===== src/rtl/sw_pkg.sv =====
// -----------------------------------------------------------------------------
// sw_pkg
//   Shared definitions for the input-buffer route controller:
//     - flow_t  : flit flow-type encoding seen at the FIFO head
//     - state_t : route-controller FSM states
//     - NPORT_DEF / CDEPTH_DEF : default port count and downstream buffer depth
//     - is_body(): true for flits that belong inside a packet (DATA or TAIL)
// -----------------------------------------------------------------------------
package sw_pkg;

  localparam int NPORT_DEF  = 4;
  localparam int CDEPTH_DEF = 4;

  typedef enum logic [1:0] {
    EMPT = 2'b00,
    DATA = 2'b01,
    HEAD = 2'b10,
    TAIL = 2'b11
  } flow_t;

  typedef enum logic [1:0] {
    IDLE = 2'b00,
    REQ  = 2'b01,
    XFER = 2'b10
  } state_t;

  function automatic logic is_body(input flow_t f);
    return (f == DATA) || (f == TAIL);
  endfunction

endpackage


===== src/rtl/credit_cnt.sv =====
// -----------------------------------------------------------------------------
// credit_cnt
//   One saturating up/down credit counter for a single downstream port.
//   Resets to CDEPTH (downstream buffer empty). An increment and a decrement in
//   the same cycle cancel. An increment while already at CDEPTH is dropped and
//   flagged on o_ovf.
// Ports:
//   clk, rst  : clock, asynchronous active-high reset
//   i_inc     : returned credit pulse
//   i_dec     : flit sent to this port
//   o_nz      : credit available (count > 0)
//   o_ovf     : credit returned while already full (combinational)
// -----------------------------------------------------------------------------
module credit_cnt #(
  parameter int CDEPTH = 4
) (
  input  logic clk,
  input  logic rst,
  input  logic i_inc,
  input  logic i_dec,
  output logic o_nz,
  output logic o_ovf
);

  localparam int W = $clog2(CDEPTH + 1);
  localparam logic [W-1:0] FULL = W'(CDEPTH);

  logic [W-1:0] r_cnt;
  logic         w_full;

  assign w_full = (r_cnt == FULL);
  assign o_nz   = (r_cnt != '0);
  assign o_ovf  = i_inc && !i_dec && w_full;

  // NOTE: sequential state uses non-blocking assignments so every flop samples
  // the pre-edge value of its inputs regardless of block evaluation order.
  always_ff @(posedge clk or posedge rst) begin
    if (rst) begin
      r_cnt <= FULL;
    end else if (i_inc && !i_dec) begin
      if (!w_full) r_cnt <= r_cnt + 1'b1;
    end else if (i_dec && !i_inc) begin
      if (r_cnt != '0) r_cnt <= r_cnt - 1'b1;
    end
  end

endmodule


===== src/rtl/ib_route_ctrl.sv =====
// -----------------------------------------------------------------------------
// ib_route_ctrl
//   Input-buffer route controller. Watches the flit at the head of an input
//   FIFO, requests the output port computed for a HEAD flit, waits for the
//   arbiter grant and then streams the packet out until its TAIL flit.
//   Stray DATA/TAIL flits seen while idle are discarded and flagged.
//
// Configuration macro:
//   IB_CREDIT_EN - when defined, per-port credit counters gate the transfer;
//                  when undefined, credit is always available and cred_ret
//                  is ignored.
//
// Ports:
//   clk       : clock
//   rst       : asynchronous active-high reset
//   flowb     : flow type of the FIFO head flit (sw_pkg::flow_t)
//   empty     : FIFO empty flag
//   re        : FIFO read enable (one flit per cycle)
//   reqi      : one-hot route of the head flit (valid with HEAD)
//   req       : registered one-hot request to the output arbiter
//   ack       : level grant from the arbiter
//   cred_ret  : per-port credit return pulses
//   pkt_cnt   : completed packet count (wraps)
//   err       : sticky protocol-error flag
// -----------------------------------------------------------------------------
module ib_route_ctrl
  import sw_pkg::*;
#(
  parameter int NPORT  = NPORT_DEF,
  parameter int CDEPTH = CDEPTH_DEF,
  parameter int CNTW   = 16
) (
  input  logic             clk,
  input  logic             rst,
  input  logic [1:0]       flowb,
  input  logic             empty,
  output logic             re,
  input  logic [NPORT-1:0] reqi,
  output logic [NPORT-1:0] req,
  input  logic             ack,
  input  logic [NPORT-1:0] cred_ret,
  output logic [CNTW-1:0]  pkt_cnt,
  output logic             err
);

  state_t            r_state;
  state_t            w_state_nxt;
  logic [NPORT-1:0]  r_req;
  logic [CNTW-1:0]   r_pkt_cnt;
  logic              r_err;
  logic              r_first;     // next XFER read is the packet's HEAD

  flow_t             w_flow;
  logic              w_re;
  logic              w_discard;
  logic              w_start;
  logic              w_grant;
  logic              w_tail_rd;
  logic              w_head_err;
  logic              w_credit_ok;
  logic              w_cred_ovf;

  assign w_flow = flow_t'(flowb);

`ifdef IB_CREDIT_EN
  logic [NPORT-1:0] w_cred_nz;
  logic [NPORT-1:0] w_cred_ovf_v;

  for (genvar g = 0; g < NPORT; g++) begin : g_cred
    credit_cnt #(.CDEPTH(CDEPTH)) u_credit_cnt (
      .clk   (clk),
      .rst   (rst),
      .i_inc (cred_ret[g]),
      .i_dec (re && r_req[g]),
      .o_nz  (w_cred_nz[g]),
      .o_ovf (w_cred_ovf_v[g])
    );
  end

  // req is one-hot while transferring, so this selects the requested port.
  assign w_credit_ok = |(r_req & w_cred_nz);
  assign w_cred_ovf  = |w_cred_ovf_v;
`else
  logic w_unused_cfg;

  assign w_credit_ok  = 1'b1;
  assign w_cred_ovf   = 1'b0;
  assign w_unused_cfg = (^cred_ret) ^ (CDEPTH > 0);
`endif

  always_comb begin
    // NOTE: every signal driven here gets a default first, so no path through
    // the case statement can leave one unassigned and infer a latch.
    w_state_nxt = r_state;
    w_re        = 1'b0;
    w_discard   = 1'b0;
    w_start     = 1'b0;
    w_grant     = 1'b0;
    w_tail_rd   = 1'b0;
    w_head_err  = 1'b0;
    case (r_state)
      IDLE: begin
        if (!empty && is_body(w_flow)) begin
          // A body flit with no packet open is garbage: drop it.
          w_re      = 1'b1;
          w_discard = 1'b1;
        end else if (!empty && (w_flow == HEAD) && (|reqi)) begin
          w_start     = 1'b1;
          w_state_nxt = REQ;
        end
      end
      REQ: begin
        if (ack) begin
          w_grant     = 1'b1;
          w_state_nxt = XFER;
        end
      end
      XFER: begin
        w_re       = !empty && w_credit_ok;
        w_head_err = w_re && (w_flow == HEAD) && !r_first;
        if (w_re && (w_flow == TAIL)) begin
          w_tail_rd   = 1'b1;
          w_state_nxt = IDLE;
        end
      end
      default: w_state_nxt = IDLE;
    endcase
  end

  // Reset must silence the read strobe even though IDLE can discard.
  assign re      = w_re & ~rst;
  assign req     = r_req;
  assign pkt_cnt = r_pkt_cnt;
  assign err     = r_err;

  always_ff @(posedge clk or posedge rst) begin
    if (rst) begin
      r_state   <= IDLE;
      r_req     <= '0;
      r_pkt_cnt <= '0;
      r_err     <= 1'b0;
      r_first   <= 1'b0;
    end else begin
      r_state <= w_state_nxt;
      if (w_start)        r_req <= reqi;
      else if (w_tail_rd) r_req <= '0;
      if (w_tail_rd) r_pkt_cnt <= r_pkt_cnt + 1'b1;
      if (w_grant)   r_first <= 1'b1;
      else if (w_re) r_first <= 1'b0;
      if (w_discard || w_head_err || w_cred_ovf) r_err <= 1'b1;
    end
  end

endmodule


===== config.mk =====
export PLATFORM = sky130hd
export DESIGN_NAME = ib_route_ctrl
export DESIGN_NICKNAME = d
export VERILOG_FILES = /design/src/rtl/sw_pkg.sv /design/src/rtl/credit_cnt.sv /design/src/rtl/ib_route_ctrl.sv
export SDC_FILE = /design/constraint.sdc
export NUM_CORES = 1
export LEC_CHECK = 0
export CAP_MARGIN = 10
export CORE_ASPECT_RATIO = 0.9
export CORE_MARGIN = 3
export CORE_UTILIZATION = 45
export DETAILED_ROUTE_END_ITERATION = 10
export PLACE_DENSITY = 0.78
export SLEW_MARGIN = 20
export SYNTH_ARGS = -nofsm -noshare
export SYNTH_HDL_FRONTEND = slang
export SYNTH_HIERARCHICAL = 1
export SYNTH_SLANG_ARGS = --single-unit

===== constraint.sdc =====
create_clock -name clk -period 1.92 [get_ports clk]
set_input_delay 0.48 -clock clk [delete_from_list [all_inputs] [get_ports clk]]
set_output_delay 0.48 -clock clk [all_outputs]
set_load 0.02 [all_outputs]

==> results of run 1 <==
-- sequential cells by signal, summed over array words and instances, names as in the netlist --
signal,count
err,1
r_state,2
r_first,1
pkt_cnt,16
req,4
-- logic make-up after synthesis --
kind of cell / count (synthesis)
DFF: 24
AOI/OAI and AO/OA: 8
buffers and inverters: 7
and+or+nand+nor: 48
muxes: 1
xor gates and xnor gates: 15
adders and majority gates: 1
-- layer usage --
layer / wire [um] / track usage (%)
met5: 0 / 0
met4: 19 / 4.63
met3: 143 / 6.10
met2: 1180 / 29.6
met1: 1020 / 20.3
-- layout make-up --
cell class,count,area share [%]
clock buffer,3,1.41
sequential,24,37.5
multi-input combinational,73,30.8
inverter,6,1.41
timing repair buffer,41,24.9
clock inverter,1,1.87
tap,27,2.11
-- stage by stage --
step                TNS [ns]  setup WS, ns
floorplan                  0         0.250
global placement       -1.07        -0.382
detailed placement     -1.87        -0.428
CTS                        0        0.0170
global route               0       0.00204
finish                     0        0.0529
-- worst paths after layout --
path / start / endpoint / depth (start not counted)
worst max-delay path: empty / re / 3
worst min-delay path: err$_DFFE_PP0P_ / err$_DFFE_PP0P_ / 1
worst max register to register: r_state[0]$_DFFE_PP0P_ / pkt_cnt[13]$_DFFE_PP0P_ / 6
worst min register to register: err$_DFFE_PP0P_ / err$_DFFE_PP0P_ / 1
max in group asynchronous: rst / pkt_cnt[1]$_DFFE_PP0P_ / 3
min in group asynchronous: rst / pkt_cnt[9]$_DFFE_PP0P_ / 3
-- power by group through the flow --
stage | registers, W | clock network [W] | logic [W]
finish | 0.000664 | 0.000361 | 0.000464
global route | 0.000678 | 0.000395 | 0.000506
CTS | 0.000664 | 0.000372 | 0.000470
detailed placement | 0.000672 | 0 | 0.000479
global placement | 0.000670 | 0 | 0.000465
floorplan | 0.000753 | 0 | 0.000157
-- worst max-delay path: stages --
cell             delay [ns]
clkdlybuf4s50_1        0.44
nor4_2                 0.26
buf_2                  0.21
-- repair_timing --
action | in CTS | in global routing
setup endpoints to repair | 2 | 8
pin swaps | 0 | 1
resized for setup | 6 | 9
-- layout by cell type (no fill, tap or decap), types with 2 or more instances in the layout --
cell / n
nand3_1: 9
dlymetal6s2s_1: 8
clkbuf_4: 3
nand2_1: 16
inv_1: 6
o21ai_0: 7
clkdlybuf4s50_1: 21
nor2_1: 6
xnor2_1: 14
dfrtp_1: 24
buf_4: 10
nor4_4: 2
nand4_1: 6
==> load_flow_metrics.sql, run 1 <==
INSERT INTO impl_metrics (metric_group, metric, value, unit) VALUES
('status', 'outcome', 'completed', ''),
('route', 'drt-initial-drc-count', '37', ''),
('worst_setup_path', 'required', '1.44', 'ns'),
('worst_setup_path', 'worstSetupPathType', 'primary input to output pin', ''),
('route', 'route.antenna.remaining_nets', '0', ''),
('route', 'remaining_drc_errors', '0', ''),
('pwr', 'cellLeakagePower', '0.848', 'nW'),
('floorplanning', 'die-height', '53.2', 'um'),
('logic_synthesis', 'post_synth_inst_count', '104', ''),
('worst_setup_path', 'peak_fanout_along_the_critical_path', '2', ''),
('timing', 'worst_slew_pin_slew', '0.336', 'ns'),
('placed_design', 'placed_cells', '171', ''),
('pwr', 'power-per-cell-area', '929', 'nW/um^2'),
('logic_synthesis', 'post_synth_and_or_nand_nor_area_fraction', '26.0', '%'),
('pwr', 'fin_total_pwr', '0.00149', 'W'),
('floorplanning', 'io_pins', '36', ''),
('global_routing', 'grt_pass1_wl', '3960', 'um'),
('timing', 'clock.fmax', '536', 'MHz'),
('clocking', 'cts_tree', 'done', ''),
('floorplanning', 'fp.dieArea', '3110', 'sq um'),
('route', 'drt-pass1-iter-count', '4', ''),
('flow_run', 'maxCapViolations', '0', ''),
('clocking', 'worstSkewPairLatency', '0.32', 'ns'),
('pwr', 'ir_worst_vdd', '0.000909', 'V'),
('clocking', 'ctsLongestPathBuffers', '2', ''),
('logic_synthesis', 'post-synth-top-area-cell', 'dfrtp_1', ''),
('logic_synthesis', 'synth_cell_type_count', '23', ''),
('global_routing', 'maximum_number_of_pins_on_one_net_before_global_route_repair', '25', ''),
('timing', 'holdWs', '0.479', 'ns'),
('layout', 'final_design_area_no_fill', '1600', 'sq um'),
('floorplanning', 'dieWidth', '58.5', 'um'),
('logic_synthesis', 'synth_compound_gate_area_share', '3.82', '%'),
('pwr', 'power.combinational.fraction', '31.2', '%'),
('layout', 'final_core_util', '70.9', '%'),
('layout', 'layout-area-overhead-vs-synth', '43.8', '%'),
('logic_synthesis', 'yosysSeqAreaShare', '53.9', '%'),
('layout', 'finish.cell_count_without_fillers', '175', ''),
('timing', 'skew', '0.00857', 'ns'),
('logic_synthesis', 'yosys_warnings', '6', ''),
('route', 'route.final.wire_length', '2360', 'um'),
('logic_synthesis', 'synth.area.mux_share', '1.01', '%'),
('timing', 'grt_setup_unrepaired', 'no', ''),
('clocking', 'hold_buffers', '0', ''),
('logic_synthesis', 'largest_family_of_logic_cells_by_synthesized_area', 'simple AND/OR/NAND/NOR gates', ''),
('logic_synthesis', 'synth-xor-area-share', '11.8', '%'),
('clocking', 'cts_root_buf', 'clkbuf_4', ''),
('global_routing', 'grt_remaining_overflow', '0', ''),
('logic_synthesis', 'post_synth_instance_area', '1110', 'sq um'),
('timing', 'finalHoldViolations', '0', ''),
('logic_synthesis', 'synth_most_common_cell', 'dfrtp_1', ''),
('worst_hold_path', 'timing.hold.worst.class', 'flip-flop to flip-flop', ''),
('worst_setup_path', 'cp_data_arrival_time', '1.39', 'ns'),
('global_routing', 'antenna_found_initial', '0', ''),
('pwr', 'p_switching', '0.000467', 'W'),
('global_routing', 'first_global_vias', '879', ''),
('logic_synthesis', 'synth_edf_count', '0', ''),
('placed_design', 'dpl_cell_area', '1530', 'sq um'),
('placed_design', 'place_hpwl', '1810', 'um'),
('route', 'wire_per_inst', '13.5', 'um'),
('layout', 'multiInputGateArea', '494', 'sq um'),
('timing', 'finalSetupViolations', '0', ''),
('global_routing', 'global_route.usage.total', '17.2', '%'),
('logic_synthesis', 'synth.top_cells.by_area', 'dfrtp_1, xnor2_1, nand2_1', ''),
('floorplanning', 'starting_utilization_of_the_core_area', '49.3', '%'),
('timing', 'timing.max_slew.rel_slack', '77.5', '%'),
('route', 'via_per_inst', '5.18', ''),
('logic_synthesis', 'synthesis.area_per_instance', '10.7', 'sq um'),
('logic_synthesis', 'mappedNetlistNets', '119', ''),
('pwr', 'share_seq_of_total_power', '44.6', '%'),
('worst_setup_path', 'worstSetupEndpointType', 'output pin', ''),
('placed_design', 'place.port_buffers', '31', '');
(Power assumes the default switching activity.)
==> inputs of run 2 (changes only) <==
CAP_MARGIN = not set   (was 10)
==> results of run 2 <==
Same layout as run 1: the final DEF is identical, and so are final timing and power.
